File: src/rtl/alu_seq_if.sv
// Request/response bundle between the EX-stage controller and alu_seq.
// The requester drives operands; the ALU returns the registered result.
interface alu_seq_if #(
  parameter int WIDTH = 32
);
  logic             in_valid;
  logic             in_ready;
  logic [WIDTH-1:0] dataA;
  logic [WIDTH-1:0] dataB;
  logic [5:0]       Signal;
  logic             out_valid;
  logic [WIDTH-1:0] dataOut;
  logic             zero;
  logic             overflow;

  modport master (
    output in_valid, dataA, dataB, Signal,
    input  in_ready, out_valid, dataOut, zero, overflow
  );

  modport slave (
    input  in_valid, dataA, dataB, Signal,
    output in_ready, out_valid, dataOut, zero, overflow
  );
endinterface

File: src/rtl/alu_seq.sv
// Registered MIPS R-type ALU with valid/ready input handshake and a
// WIDTH-cycle shift-add MULTU feeding internal HI/LO registers.
module alu_seq #(
  parameter int WIDTH = 32
) (
  input  logic     clk,
  input  logic     reset,
  alu_seq_if.slave bus
);
  localparam int SHW = $clog2(WIDTH);

  localparam logic [5:0] F_AND   = 6'b100100;
  localparam logic [5:0] F_OR    = 6'b100101;
  localparam logic [5:0] F_ADD   = 6'b100000;
  localparam logic [5:0] F_SUB   = 6'b100010;
  localparam logic [5:0] F_SLT   = 6'b101010;
  localparam logic [5:0] F_SRL   = 6'b000010;
  localparam logic [5:0] F_MULTU = 6'b011001;
  localparam logic [5:0] F_MFHI  = 6'b010000;
  localparam logic [5:0] F_MFLO  = 6'b010010;

  localparam logic [SHW:0] LAST_STEP = (SHW+1)'(WIDTH - 1);

  typedef enum logic {IDLE, MUL} state_t;

  state_t             state_reg;
  logic [SHW:0]       count_reg;
  logic [WIDTH-1:0]   hi_reg;
  logic [WIDTH-1:0]   lo_reg;
  logic [WIDTH-1:0]   mcand_reg;
  logic [2*WIDTH-1:0] prod_reg;
  logic [WIDTH-1:0]   data_out_reg;
  logic               zero_reg;
  logic               overflow_reg;
  logic               out_valid_reg;

  logic [WIDTH-1:0]   sum;
  logic [WIDTH-1:0]   diff;
  logic               add_ovf;
  logic               sub_ovf;
  logic [WIDTH-1:0]   alu_result;
  logic               alu_ovf;
  logic [WIDTH:0]     step_sum;
  logic [2*WIDTH-1:0] prod_next;

  assign sum     = bus.dataA + bus.dataB;
  assign diff    = bus.dataA - bus.dataB;
  assign add_ovf = (bus.dataA[WIDTH-1] == bus.dataB[WIDTH-1]) &&
                   (sum[WIDTH-1] != bus.dataA[WIDTH-1]);
  assign sub_ovf = (bus.dataA[WIDTH-1] != bus.dataB[WIDTH-1]) &&
                   (diff[WIDTH-1] != bus.dataA[WIDTH-1]);

  always_comb begin
    alu_result = '0;
    alu_ovf    = 1'b0;
    case (bus.Signal)
      F_AND:  alu_result = bus.dataA & bus.dataB;
      F_OR:   alu_result = bus.dataA | bus.dataB;
      F_ADD: begin
        alu_result = sum;
        alu_ovf    = add_ovf;
      end
      F_SUB: begin
        alu_result = diff;
        alu_ovf    = sub_ovf;
      end
      // Sign of the difference corrected by overflow gives the true signed order.
      F_SLT:  alu_result = {{(WIDTH-1){1'b0}}, diff[WIDTH-1] ^ sub_ovf};
      F_SRL:  alu_result = bus.dataA >> bus.dataB[SHW-1:0];
      F_MFHI: alu_result = hi_reg;
      F_MFLO: alu_result = lo_reg;
      default: begin
        alu_result = '0;
        alu_ovf    = 1'b0;
      end
    endcase
  end

  // One shift-add step: conditionally add the multiplicand into the upper
  // half (with carry), then shift the whole product right by one.
  assign step_sum  = {1'b0, prod_reg[2*WIDTH-1:WIDTH]} +
                     ({(WIDTH+1){prod_reg[0]}} & {1'b0, mcand_reg});
  assign prod_next = {step_sum, prod_reg[WIDTH-1:1]};

  always_ff @(posedge clk or negedge reset) begin
    if (!reset) begin
      state_reg     <= IDLE;
      count_reg     <= '0;
      hi_reg        <= '0;
      lo_reg        <= '0;
      mcand_reg     <= '0;
      prod_reg      <= '0;
      data_out_reg  <= '0;
      zero_reg      <= 1'b0;
      overflow_reg  <= 1'b0;
      out_valid_reg <= 1'b0;
    end else begin
      out_valid_reg <= 1'b0;
      case (state_reg)
        IDLE: begin
          if (bus.in_valid) begin
            if (bus.Signal == F_MULTU) begin
              mcand_reg <= bus.dataA;
              prod_reg  <= {{WIDTH{1'b0}}, bus.dataB};
              count_reg <= '0;
              state_reg <= MUL;
            end else begin
              data_out_reg  <= alu_result;
              zero_reg      <= (alu_result == '0);
              overflow_reg  <= alu_ovf;
              out_valid_reg <= 1'b1;
            end
          end
        end
        MUL: begin
          prod_reg  <= prod_next;
          count_reg <= count_reg + (SHW+1)'(1);
          if (count_reg == LAST_STEP) begin
            hi_reg        <= prod_next[2*WIDTH-1:WIDTH];
            lo_reg        <= prod_next[WIDTH-1:0];
            data_out_reg  <= '0;
            zero_reg      <= 1'b1;
            overflow_reg  <= 1'b0;
            out_valid_reg <= 1'b1;
            state_reg     <= IDLE;
          end
        end
        default: state_reg <= IDLE;
      endcase
    end
  end

  assign bus.in_ready  = (state_reg == IDLE);
  assign bus.out_valid = out_valid_reg;
  assign bus.dataOut   = data_out_reg;
  assign bus.zero      = zero_reg;
  assign bus.overflow  = overflow_reg;
endmodule

File: src/flat_wrapper.sv
// flat-port wrapper written by rule: the top's interface ports become plain ports
module alu_seq_flat 
#(
  parameter int WIDTH = 32
)
  (clk, reset, bus_in_valid, bus_dataA, bus_dataB, bus_Signal, bus_in_ready, bus_out_valid, bus_dataOut, bus_zero, bus_overflow);
  alu_seq_if #(.WIDTH(WIDTH)) bus_i ();
  input  logic clk;
  input  logic reset;
  input wire logic [$bits(bus_i.in_valid)-1:0] bus_in_valid;
  input wire logic [$bits(bus_i.dataA)-1:0] bus_dataA;
  input wire logic [$bits(bus_i.dataB)-1:0] bus_dataB;
  input wire logic [$bits(bus_i.Signal)-1:0] bus_Signal;
  output wire logic [$bits(bus_i.in_ready)-1:0] bus_in_ready;
  output wire logic [$bits(bus_i.out_valid)-1:0] bus_out_valid;
  output wire logic [$bits(bus_i.dataOut)-1:0] bus_dataOut;
  output wire logic [$bits(bus_i.zero)-1:0] bus_zero;
  output wire logic [$bits(bus_i.overflow)-1:0] bus_overflow;
  assign bus_i.in_valid = bus_in_valid;
  assign bus_i.dataA = bus_dataA;
  assign bus_i.dataB = bus_dataB;
  assign bus_i.Signal = bus_Signal;
  assign bus_in_ready = bus_i.in_ready;
  assign bus_out_valid = bus_i.out_valid;
  assign bus_dataOut = bus_i.dataOut;
  assign bus_zero = bus_i.zero;
  assign bus_overflow = bus_i.overflow;
  alu_seq #(.WIDTH(WIDTH)) u_core (.clk(clk), .reset(reset), .bus(bus_i));
endmodule
File: config.mk
export PLATFORM = sky130hd
export DESIGN_NAME = alu_seq_flat
export DESIGN_NICKNAME = d
export VERILOG_FILES = /design/src/rtl/alu_seq_if.sv /design/src/rtl/alu_seq.sv /design/src/flat_wrapper.sv
export SDC_FILE = /design/constraint.sdc
export NUM_CORES = 1
export LEC_CHECK = 0
export ABC_AREA = 1
export CELL_PAD_IN_SITES_DETAIL_PLACEMENT = 1
export CELL_PAD_IN_SITES_GLOBAL_PLACEMENT = 2
export CORE_MARGIN = 1.5
export CORE_UTILIZATION = 31
export DETAILED_ROUTE_END_ITERATION = 6
export PLACE_DENSITY = 0.82
export SYNTH_ARGS = -nofsm -noshare
export SYNTH_HDL_FRONTEND = slang
export SYNTH_SLANG_ARGS = --single-unit
File: constraint.sdc
create_clock -name clk -period 2.84 [get_ports clk]
set_input_delay 0.426 -clock clk [delete_from_list [all_inputs] [get_ports clk]]
set_output_delay 0.426 -clock clk [all_outputs]
set_load 0.05 [all_outputs]
## After elaboration in Yosys (flattened, before gate mapping)

Index checks and enable logic that the tools add are counted.

- Flip-flop bits (word level): 202
- Input port bits: 73
- Output and inout port bits: 36
- Logic and storage cells: 73

- Add/subtract/negate cells: 4
- Equality and inequality tests: 18
- Shift-type cells: 1
- Muxes and demuxes: 28
- Bitwise logic cells: 5
- Reduce and logical (&&, ||, !) cells: 7

Operator list:

| operator | count |
|---|---|
| case mux 32 bit (8 select lines) | 1 |
| 2-to-1 mux 64 bit | 2 |
| case mux 64 bit (2 select lines) | 1 |
| 2-to-1 mux 32 bit | 3 |
| case mux 32 bit (2 select lines) | 1 |
| adder 32 x 33 -> 33 bit | 1 |
| AND 33 x 32 -> 33 bit | 1 |
| adder 32 bit | 1 |
| AND 32 bit | 1 |
| logical NOT 32 bit | 1 |
| bitwise OR 32 bit | 1 |
| >> shifter 32 x 5 -> 32 bit | 1 |
| subtractor 32 bit | 1 |
| == test 6 bit (second input constant) | 5 |
| == test 6 x 5 -> 1 bit (second input constant) | 4 |
| 2-to-1 mux 1 bit | 12 |
| 2-to-1 mux 6 bit | 2 |
| case mux 6 bit (2 select lines) | 1 |
| case mux 1 bit (2 select lines) | 5 |
| adder 6 x 1 -> 6 bit (second input constant) | 1 |
| == test 6 x 2 -> 1 bit (second input constant) | 1 |
| != test 2 bit (second input constant) | 3 |
| AND reduction 3 bit | 2 |
| AND reduction 2 bit | 2 |
| 6 further kinds | 9 |

## Longest topological paths before layout

Gate-level depths: netlist of the first run.

- Depth after elaboration: 9
- Mapped depth: 29
- Gate-level depth less buffers: 26

## Worst setup path after synthesis of the first run

Ideal clock, no wire load.

- Path kind: input-to-reg
- Start point: input bus_dataB[3]
- End point: register u_core.zero_reg (netlist: u_core.bus.zero)
- Arrival time: 3.419 ns
- Required time: 2.763 ns
- Setup slack: -0.656 ns
- Stages on the path: 26
- Path buffers: 3
- Path through: buf_2 -> inv_1 -> clkbuf_1 -> ha_1 -> buf_2 -> nor2_1 -> nand3_1 -> nand3_2 -> nand2_1 -> nand3_1 -> nand2_1 -> nand2_1 -> nand2_1 -> nand2_1 -> a21oi_1 -> fa_1 -> inv_1 -> nand2_1 -> o2111ai_1 -> nor2_1 -> nand3_1 -> nor2_1 -> nand2_1 -> nor2_1 -> nand3_1 -> a21oi_1

- Word-level cells in the longest chain between the ends: 9

RTL lines:

| element | line | text |
|---|---|---|
| start: declaration | flat_wrapper.sv:12 | `input wire logic [$bits(bus_i.dataB)-1:0] bus_dataB;` |
| subtractor 32 bit | alu_seq.sv:47 | `assign diff = bus.dataA - bus.dataB;` |
| != test 1 bit | alu_seq.sv:51 | `(diff[WIDTH-1] != bus.dataA[WIDTH-1]);` |
| logical AND 1 bit | alu_seq.sv:50 | `assign sub_ovf = (bus.dataA[WIDTH-1] != bus.dataB[WIDTH-1]) &&` |
| bitwise XOR 1 bit | alu_seq.sv:68 | `F_SLT: alu_result = {{(WIDTH-1){1'b0}}, diff[WIDTH-1] ^ sub_ovf};` |
| case mux 32 bit (8 select lines) * | alu_seq.sv:56 | `case (bus.Signal)` |
| logical NOT 32 bit * | alu_seq.sv:109 | `zero_reg <= (alu_result == '0);` |
| 2-to-1 mux 1 bit * | alu_seq.sv:102 | `if (bus.Signal == F_MULTU) begin` |
| 2-to-1 mux 1 bit * | alu_seq.sv:101 | `if (bus.in_valid) begin` |
| case mux 1 bit (2 select lines) * | alu_seq.sv:99 | `case (state_reg)` |
| end signal: assignment | alu_seq.sv:109 |  |
| end: declaration | alu_seq.sv:33 | `logic zero_reg;` |

Mark *: on every way between the ends. The rest lies on a longest branch, timed or not. The select of a mux whose other input is x is not followed.
A chain may end at the register's enable or synchronous reset.

## Worst setup path after layout of the first run

- Start point: input bus_dataB[14]
- End point: register u_core.zero_reg (netlist: u_core.bus.zero)

Same word-level chain as after synthesis.

==> key figures, run 1 <==
Drt
  – Vias post-DR: 22,400
  – TritonRoute pass-1 iters: 7
  – Via density: 5.15
  – Drt wl/cell: 22.2 um
  – DR DRC count: 0
  – Post-DRT Antenna Nets: 0
  – Drt total wl: 96,400 um
  – Initial DRC count: 1,352

Layout
  – Design Area, Final: 0.0269 mm^2
  – Fillcell total: 7,446
  – Final Util: 0.463
  – Nets@finish: 3,774
  – Layout cells sized above 1: 0.301
  – Non-filler cells, final: 4,345
  – Largest register FFs: 64
  – Area Growth Syn to Fin: 46.7%

Setup path
  – WP data required: 3.32 ns
  – Crit path max fanout: 2
  – CP Capture Type: flip-flop
  – Startpoint types: input port
  – Crit path kind: input port to flip-flop
  – CP top delay family: simple AND/OR/NAND/NOR gates
  – Worst path slowest cell: fa_2
  – CP arrival: 3.33 ns
  – Slowest stage delay, CP: 0.42 ns
  – Buf/Inv on CP: 4
  – CP dominant cell by count: nand2_2

Synth
  – Syn_area_per_cell: 6.36 um^2
  – Synthesized area: 0.0183 mm^2
  – Syn_nets: 3,096
  – Area fraction in compound gates after synthesis: 0.119
  – Asr flop ratio synth: 1.00
  – Syn Inst Count: 2,883
  – Synth Area in Adders: 0.0972
  – Simple-gate share of the synthesized area: 0.376
  – #FFs+latches synth: 202
  – Largest family of logic cells by synthesized area: simple AND/OR/NAND/NOR gates
  – Cell variety after synth: 56
  – Fraction of synthesized cell area in xor and xnor cells: 0.00908
  – Top FF cell, synth: dfrtp_1
  – Number of synthesized flops with an enable pin: 0
  – Post-synthesis mux area share: 0.000546
  – Seq/Total Area, Yosys: 0.276
  – YS warnings: 0

Timing
  – Final worst setup slack: -0.0124 ns
  – Post-route clock period utilization: 1.00
  – Worst Max-Slew Pin Slew: 0.723 ns
  – RSZ-0062 raised after global routing: yes
  – Pins over their slew limit: 0
  – Final setup fails: 1
  – Tmin final: 2.85 ns
  – Final hold violations: 0
  – FMAX: 351 MHz
  – Clock Skews: 0.0118 ns
  – Worst slew margin: 0.517

CTS
  – Sink Count: 202
  – Worst-path clk slew: 0.06 ns
  – CTS Buffer Depth: 3
  – Root Buffer: clkbuf_16
  – H-Tree Depth: 1
  – Clk_lat worst skew: 0.56 ns
  – Cts bufs inserted: 25
  – CTS tree: done

Place
  – RePlAce Congestion: 0.992
  – Post-place setup slack: -1.63 ns
  – DPL Wire Length: 78,100 um
  – Placed insts: 4,246
  – Cell Area, Placed: 0.0245 mm^2
  – PortBufs: 108

Die
  – I/O Pins: 109
  – Chip height: 246 um
  – Die area: 0.0606 mm^2
  – Initial Utilization: 0.316
  – Core Region: 0.0580 mm^2
  – Core Rows: 88
  – Chip width: 246 um

Global routing
  – Gr ovfl total: 0
  – Antenna violations before repair: 3
  – First-pass GRT wire length: 143,000 um
  – All-Layer GR Usage: 0.314
  – Vias in the first global route: 23,400
  – Largest net degree at the start of global routing: 72

Power
  – Max IR drop VDD: 0.403 mV
  – Power Dens Cells: 420 mW/mm^2
  – Leak Pwr: 14.2 nW
  – Total power: 11.3 mW

Run
  – Max cap viols: 0

Outcome
  – Failing checks: setup timing
  – Status: finished with violations

Min path
  – Hold crit path type: input port to flip-flop
cell type report:
type	count	area [um^2]	share of cell area
inverters	434	1670	0.0622
flip-flops and latches	202	5060	0.188
well taps	765	957	0.0356
clock buffers	36	727	0.0270
diodes	1	2.50	0.0000931
clock inverters	9	165	0.00615
multi-input cells	2135	12200	0.455
repair buffers	763	6080	0.226
path summary, 6_finish.rpt:
path | start | end | slack [ns] | depth (start not counted)
hold reg to reg | u_core.lo_reg[15] | u_core.lo_reg[15] | 0.47 | 2
hold / removal | bus_dataB[11] | u_core.prod_reg[11] | 0.26 | 4
min in group asynchronous | reset | u_core.bus.dataOut[29] | 0.43 | 2
setup reg to reg | u_core.prod_reg[0] | u_core.prod_reg[56] | 0.02 | 13
setup / recovery | bus_dataB[14] | u_core.bus.zero | -0.01 | 27
max in group asynchronous | reset | u_core.prod_reg[0] | 1.54 | 3
tightest hold or removal path, delay by kind of cell:
family / cells / cell delay (ns)
buf+inv: 2 / 0.23
simple gates: 1 / 0.05
compound gates: 1 / 0.06
report_power, final:
| part | internal [mW] | leakage [nW] | switching (mW) |
|---|---|---|---|
| Sequential | 3.31 | 2.59 | 0.293 |
| Clock | 2.14 | 0.432 | 1.35 |
| Combinational | 1.74 | 11.2 | 2.46 |
| Total | 7.20 | 14.2 | 4.10 |
layer usage:
layer | vias up | part of all wire | GRT usage
li1 | 10600 | - | -
met5 | - | 0 | 0
met4 | 0 | 0.053 | 0.139
met1 | 11000 | 0.45 | 0.423
met2 | 561 | 0.46 | 0.515
met3 | 184 | 0.039 | 0.0214
synth_stat cells, drive strengths merged, types with 27 or more instances:
cell type | instances | share of area
a21oi | 88 | 0.024
buf | 67 | 0.023
clkbuf | 45 | 0.0094
dfrtp | 202 | 0.28
ha | 136 | 0.093
inv | 433 | 0.089
nand2 | 921 | 0.19
nand3 | 347 | 0.097
nand4 | 32 | 0.011
nor2 | 241 | 0.053
nor3 | 27 | 0.0087
o211ai | 30 | 0.013
o21ai | 167 | 0.046
cell families after synthesis:
logic type,Yosys count
DFF,202
xor gates and xnor gates,19
AOI/OAI and AO/OA,367
adders and majority gates,140
and+or+nand+nor,1608
buffers and inverters,546
muxes,1
cell usage in the layout, fill, tap and decap left out, types with 18 or more instances in the layout:
cell,n
nand4_1,32
nor2_4,20
buf_12,18
o211ai_1,28
buf_6,23
inv_1,347
nand3_2,18
buf_4,630
a21oi_1,70
clkdlybuf4s50_1,48
inv_2,71
nor2_1,197
clkbuf_2,23
nor3_1,21
dfrtp_1,201
ha_1,82
clkbuf_16,25
ha_4,49
nand3_1,326
nand2_1,867
a22o_1,22
o21ai_0,145
nor2_2,24
nand2_2,51
o221ai_1,21
stage by stage:
step                TNS [ns]  hold slack, ns
global placement      -18.51           0.454
floorplan             -0.420           0.130
finish               -0.0124           0.261
detailed placement    -20.28           0.463
CTS                  -0.0417           0.296
global route          -0.662           0.272
timing repair:
action | 4_1_cts | 5_1_grt
setup endpoints to repair | 21 | 34
cloned | 0 | 0
buffers inserted | 17 | 35
gates resized for setup | 324 | 221
hold buffers | 1 | 0
pin swaps | 49 | 77
hold endpoints to repair | 68 | 0
(Power assumes the default switching activity.)
==> run 2, diff against run 1 <==
--- a/config.mk
+++ b/config.mk
@@ -15,3 +15,4 @@
 export SYNTH_ARGS = -nofsm -noshare
 export SYNTH_HDL_FRONTEND = slang
 export SYNTH_SLANG_ARGS = --single-unit
+export TNS_END_PERCENT = 50
==> run 2 against run 1 <==
  * The flow still finishes with violations (setup timing)
  * Sequential power is essentially flat
  * Critical path depth shrank 2
  * Via count grew 1.9%
  * Worst setup slack lost 0.073 ns
  * Hold slack lost 0.031 ns
  * Flip-flop and latch count is the same
  * Design area grew 1.9%
  * Clock power is essentially flat
  * Sequential share of layout area shrank 0.35 points
  * Count of clock-buffer cells in the layout shrank 2
  * First-iteration DRC count grew 14%
  * Largest power group unchanged
==> key figures, run 2 (synthesized netlist as in run 1, its figures left out) <==
Drt
  – DR DRC count: 0
  – Drt total wl: 97,900 um
  – TritonRoute pass-1 iters: 5
  – Initial DRC count: 1,535
  – Via density: 5.19
  – Drt wl/cell: 22.3 um
  – Post-DRT Antenna Nets: 0
  – Vias post-DR: 22,800

Layout
  – Design Area, Final: 0.0274 mm^2
  – Most common cell after layout, fill and taps aside: nand2_1
  – Diode count: 0
  – Layout cells sized above 1: 0.314
  – Largest register FFs: 64
  – Nets@finish: 3,817
  – Area Growth Syn to Fin: 49.5%
  – Commonest non-fill, non-tap cells in the layout: 864 x nand2_1, 668 x buf_4, 342 x inv_1, 329 x nand3_1, 201 x dfrtp_1

Global routing
  – Gr ovfl total: 0
  – Antenna violations before repair: 0
  – First-pass GRT wire length: 144,000 um
  – Vias in the first global route: 23,700
  – All-Layer GR Usage: 0.316
  – Largest net degree at the start of global routing: 73

Timing
  – Tmin final: 2.93 ns
  – Clock Skews: 0.0288 ns
  – Worst Max-Slew Pin Slew: 0.733 ns
  – Pins over their slew limit: 0
  – FMAX: 342 MHz
  – Final worst setup slack: -0.0857 ns
  – RSZ-0062 raised after global routing: yes
  – Post-route clock period utilization: 1.03
  – Worst slew margin: 0.511
  – Setup TNS: -0.0857 ns
  – Final hold violations: 0
  – Final setup fails: 1

Setup path
  – Crit path kind: input port to flip-flop
  – Slowest stage delay, CP: 0.22 ns
  – CP arrival: 3.42 ns
  – WP data required: 3.34 ns
  – Startpoint types: input port
  – Crit path max fanout: 3
  – CP dominant cell by count: buf_4
  – Worst R2R Setup Slack: 0.09 ns
  – Worst path slowest cell: ha_4
  – CP top delay family: simple AND/OR/NAND/NOR gates
  – Buf/Inv on CP: 9
  – CP Capture Type: flip-flop

CTS
  – H-Tree Depth: 1
  – CTS tree: done
  – Root Buffer: clkbuf_16
  – Clk_lat worst skew: 0.58 ns
  – Cts bufs inserted: 26
  – CTS Buffer Depth: 3
  – Worst-path clk slew: 0.06 ns
  – Sink Count: 202

Outcome
  – Failing checks: setup timing
  – Status: finished with violations

Power
  – Internal power: 7.15 mW
  – Max IR drop VDD: 0.429 mV
  – Switching part of the total: 0.373
  – Power Dens Cells: 416 mW/mm^2
  – Comb pwr share: 0.378
  – Leak Pwr: 14.4 nW
  – P_sw: 4.25 mW
  – Clock Power Share: 0.305
  – Sequential power share: 0.317

Place
  – RePlAce Congestion: 0.959
  – Cell Area, Placed: 0.0248 mm^2
  – DPL Wire Length: 78,000 um
  – PortBufs: 108

Die
  – Initial Utilization: 0.316
  – Chip width: 246 um
  – Core Region: 0.0580 mm^2
  – Chip height: 246 um
  – Core Rows: 88
  – Die area: 0.0606 mm^2
  – I/O Pins: 109

Min path
  – Hold crit path type: input port to flip-flop

Run
  – Max cap viols: 0
run 2: area by class of cell:
type	instances	area, um^2
fillers	7459	30600
multi-input cells	2135	12300
repair buffers	805	6500
flip-flops and latches	202	5060
inverters	434	1720
well taps	765	957
clock buffers	34	741
clock inverters	12	151
run 2: timing repair:
item / CTS / global route
hold endpoints to repair: 46 / 0
pin swaps: 60 / 89
buffers inserted: 36 / 32
setup endpoints to repair: 38 / 29
hold buffers: 1 / 0
resized for setup: 358 / 259
run 2: worst paths after layout:
check	to	cells after the start	startpoint
max	u_core.bus.zero	25	bus_dataB[6]
min	u_core.mcand_reg[24]	4	bus_dataA[24]
max reg2reg	u_core.prod_reg[51]	13	u_core.prod_reg[0]
min reg2reg	u_core.lo_reg[11]	2	u_core.lo_reg[11]
max in group asynchronous	u_core.bus.dataOut[8]	3	reset
min in group asynchronous	u_core.bus.dataOut[28]	2	reset
run 2: metrics by stage:
step | setup slack (ns) | util | instances | hold WS [ns] | power, mW
6_report | -0.0857 | 0.472 | 4387 | 0.229 | 11.4
5_1_grt | -0.218 | 0.472 | 4387 | 0.239 | 12.0
4_1_cts | -0.0222 | 0.458 | 4355 | 0.283 | 11.2
3_5_place_dp | -1.54 | 0.427 | 4272 | 0.410 | 7.44
3_3_place_gp | -1.41 | 0.427 | 4272 | 0.408 | 7.31
2_1_floorplan | -0.276 | - | 2883 | 0.130 | 5.44
run 2: worst reg2reg max path, stage by stage, from the launching register on:
cell and delay (ns):
dfrtp_2 0.45, nand2_1 0.08, inv_1 0.05, ha_2 0.19, fa_2 0.37, nand3_1 0.11
nand3_2 0.13, buf_4 0.17, nand4_1 0.10, nand3_2 0.16, buf_4 0.18, buf_4 0.12
or2_2 0.28, a32o_1 0.23
run 2: metal layers:
layer	vias up	wire (um)	global-route usage
li1	10700	-	-
met1	11200	43100	0.423
met2	686	44600	0.513
met3	192	4510	0.0233
met4	0	5710	0.157
met5	-	0	0
run 2: power by group through the flow:
stage / combinational (mW) / sequential, mW / clock (mW)
after CTS: 4.04 / 3.59 / 3.53
after floorplan: 1.80 / 3.64 / 0
after detailed placement: 3.81 / 3.63 / 0
final: 4.31 / 3.61 / 3.48
after global placement: 3.70 / 3.61 / 0
after global routing: 4.67 / 3.66 / 3.65
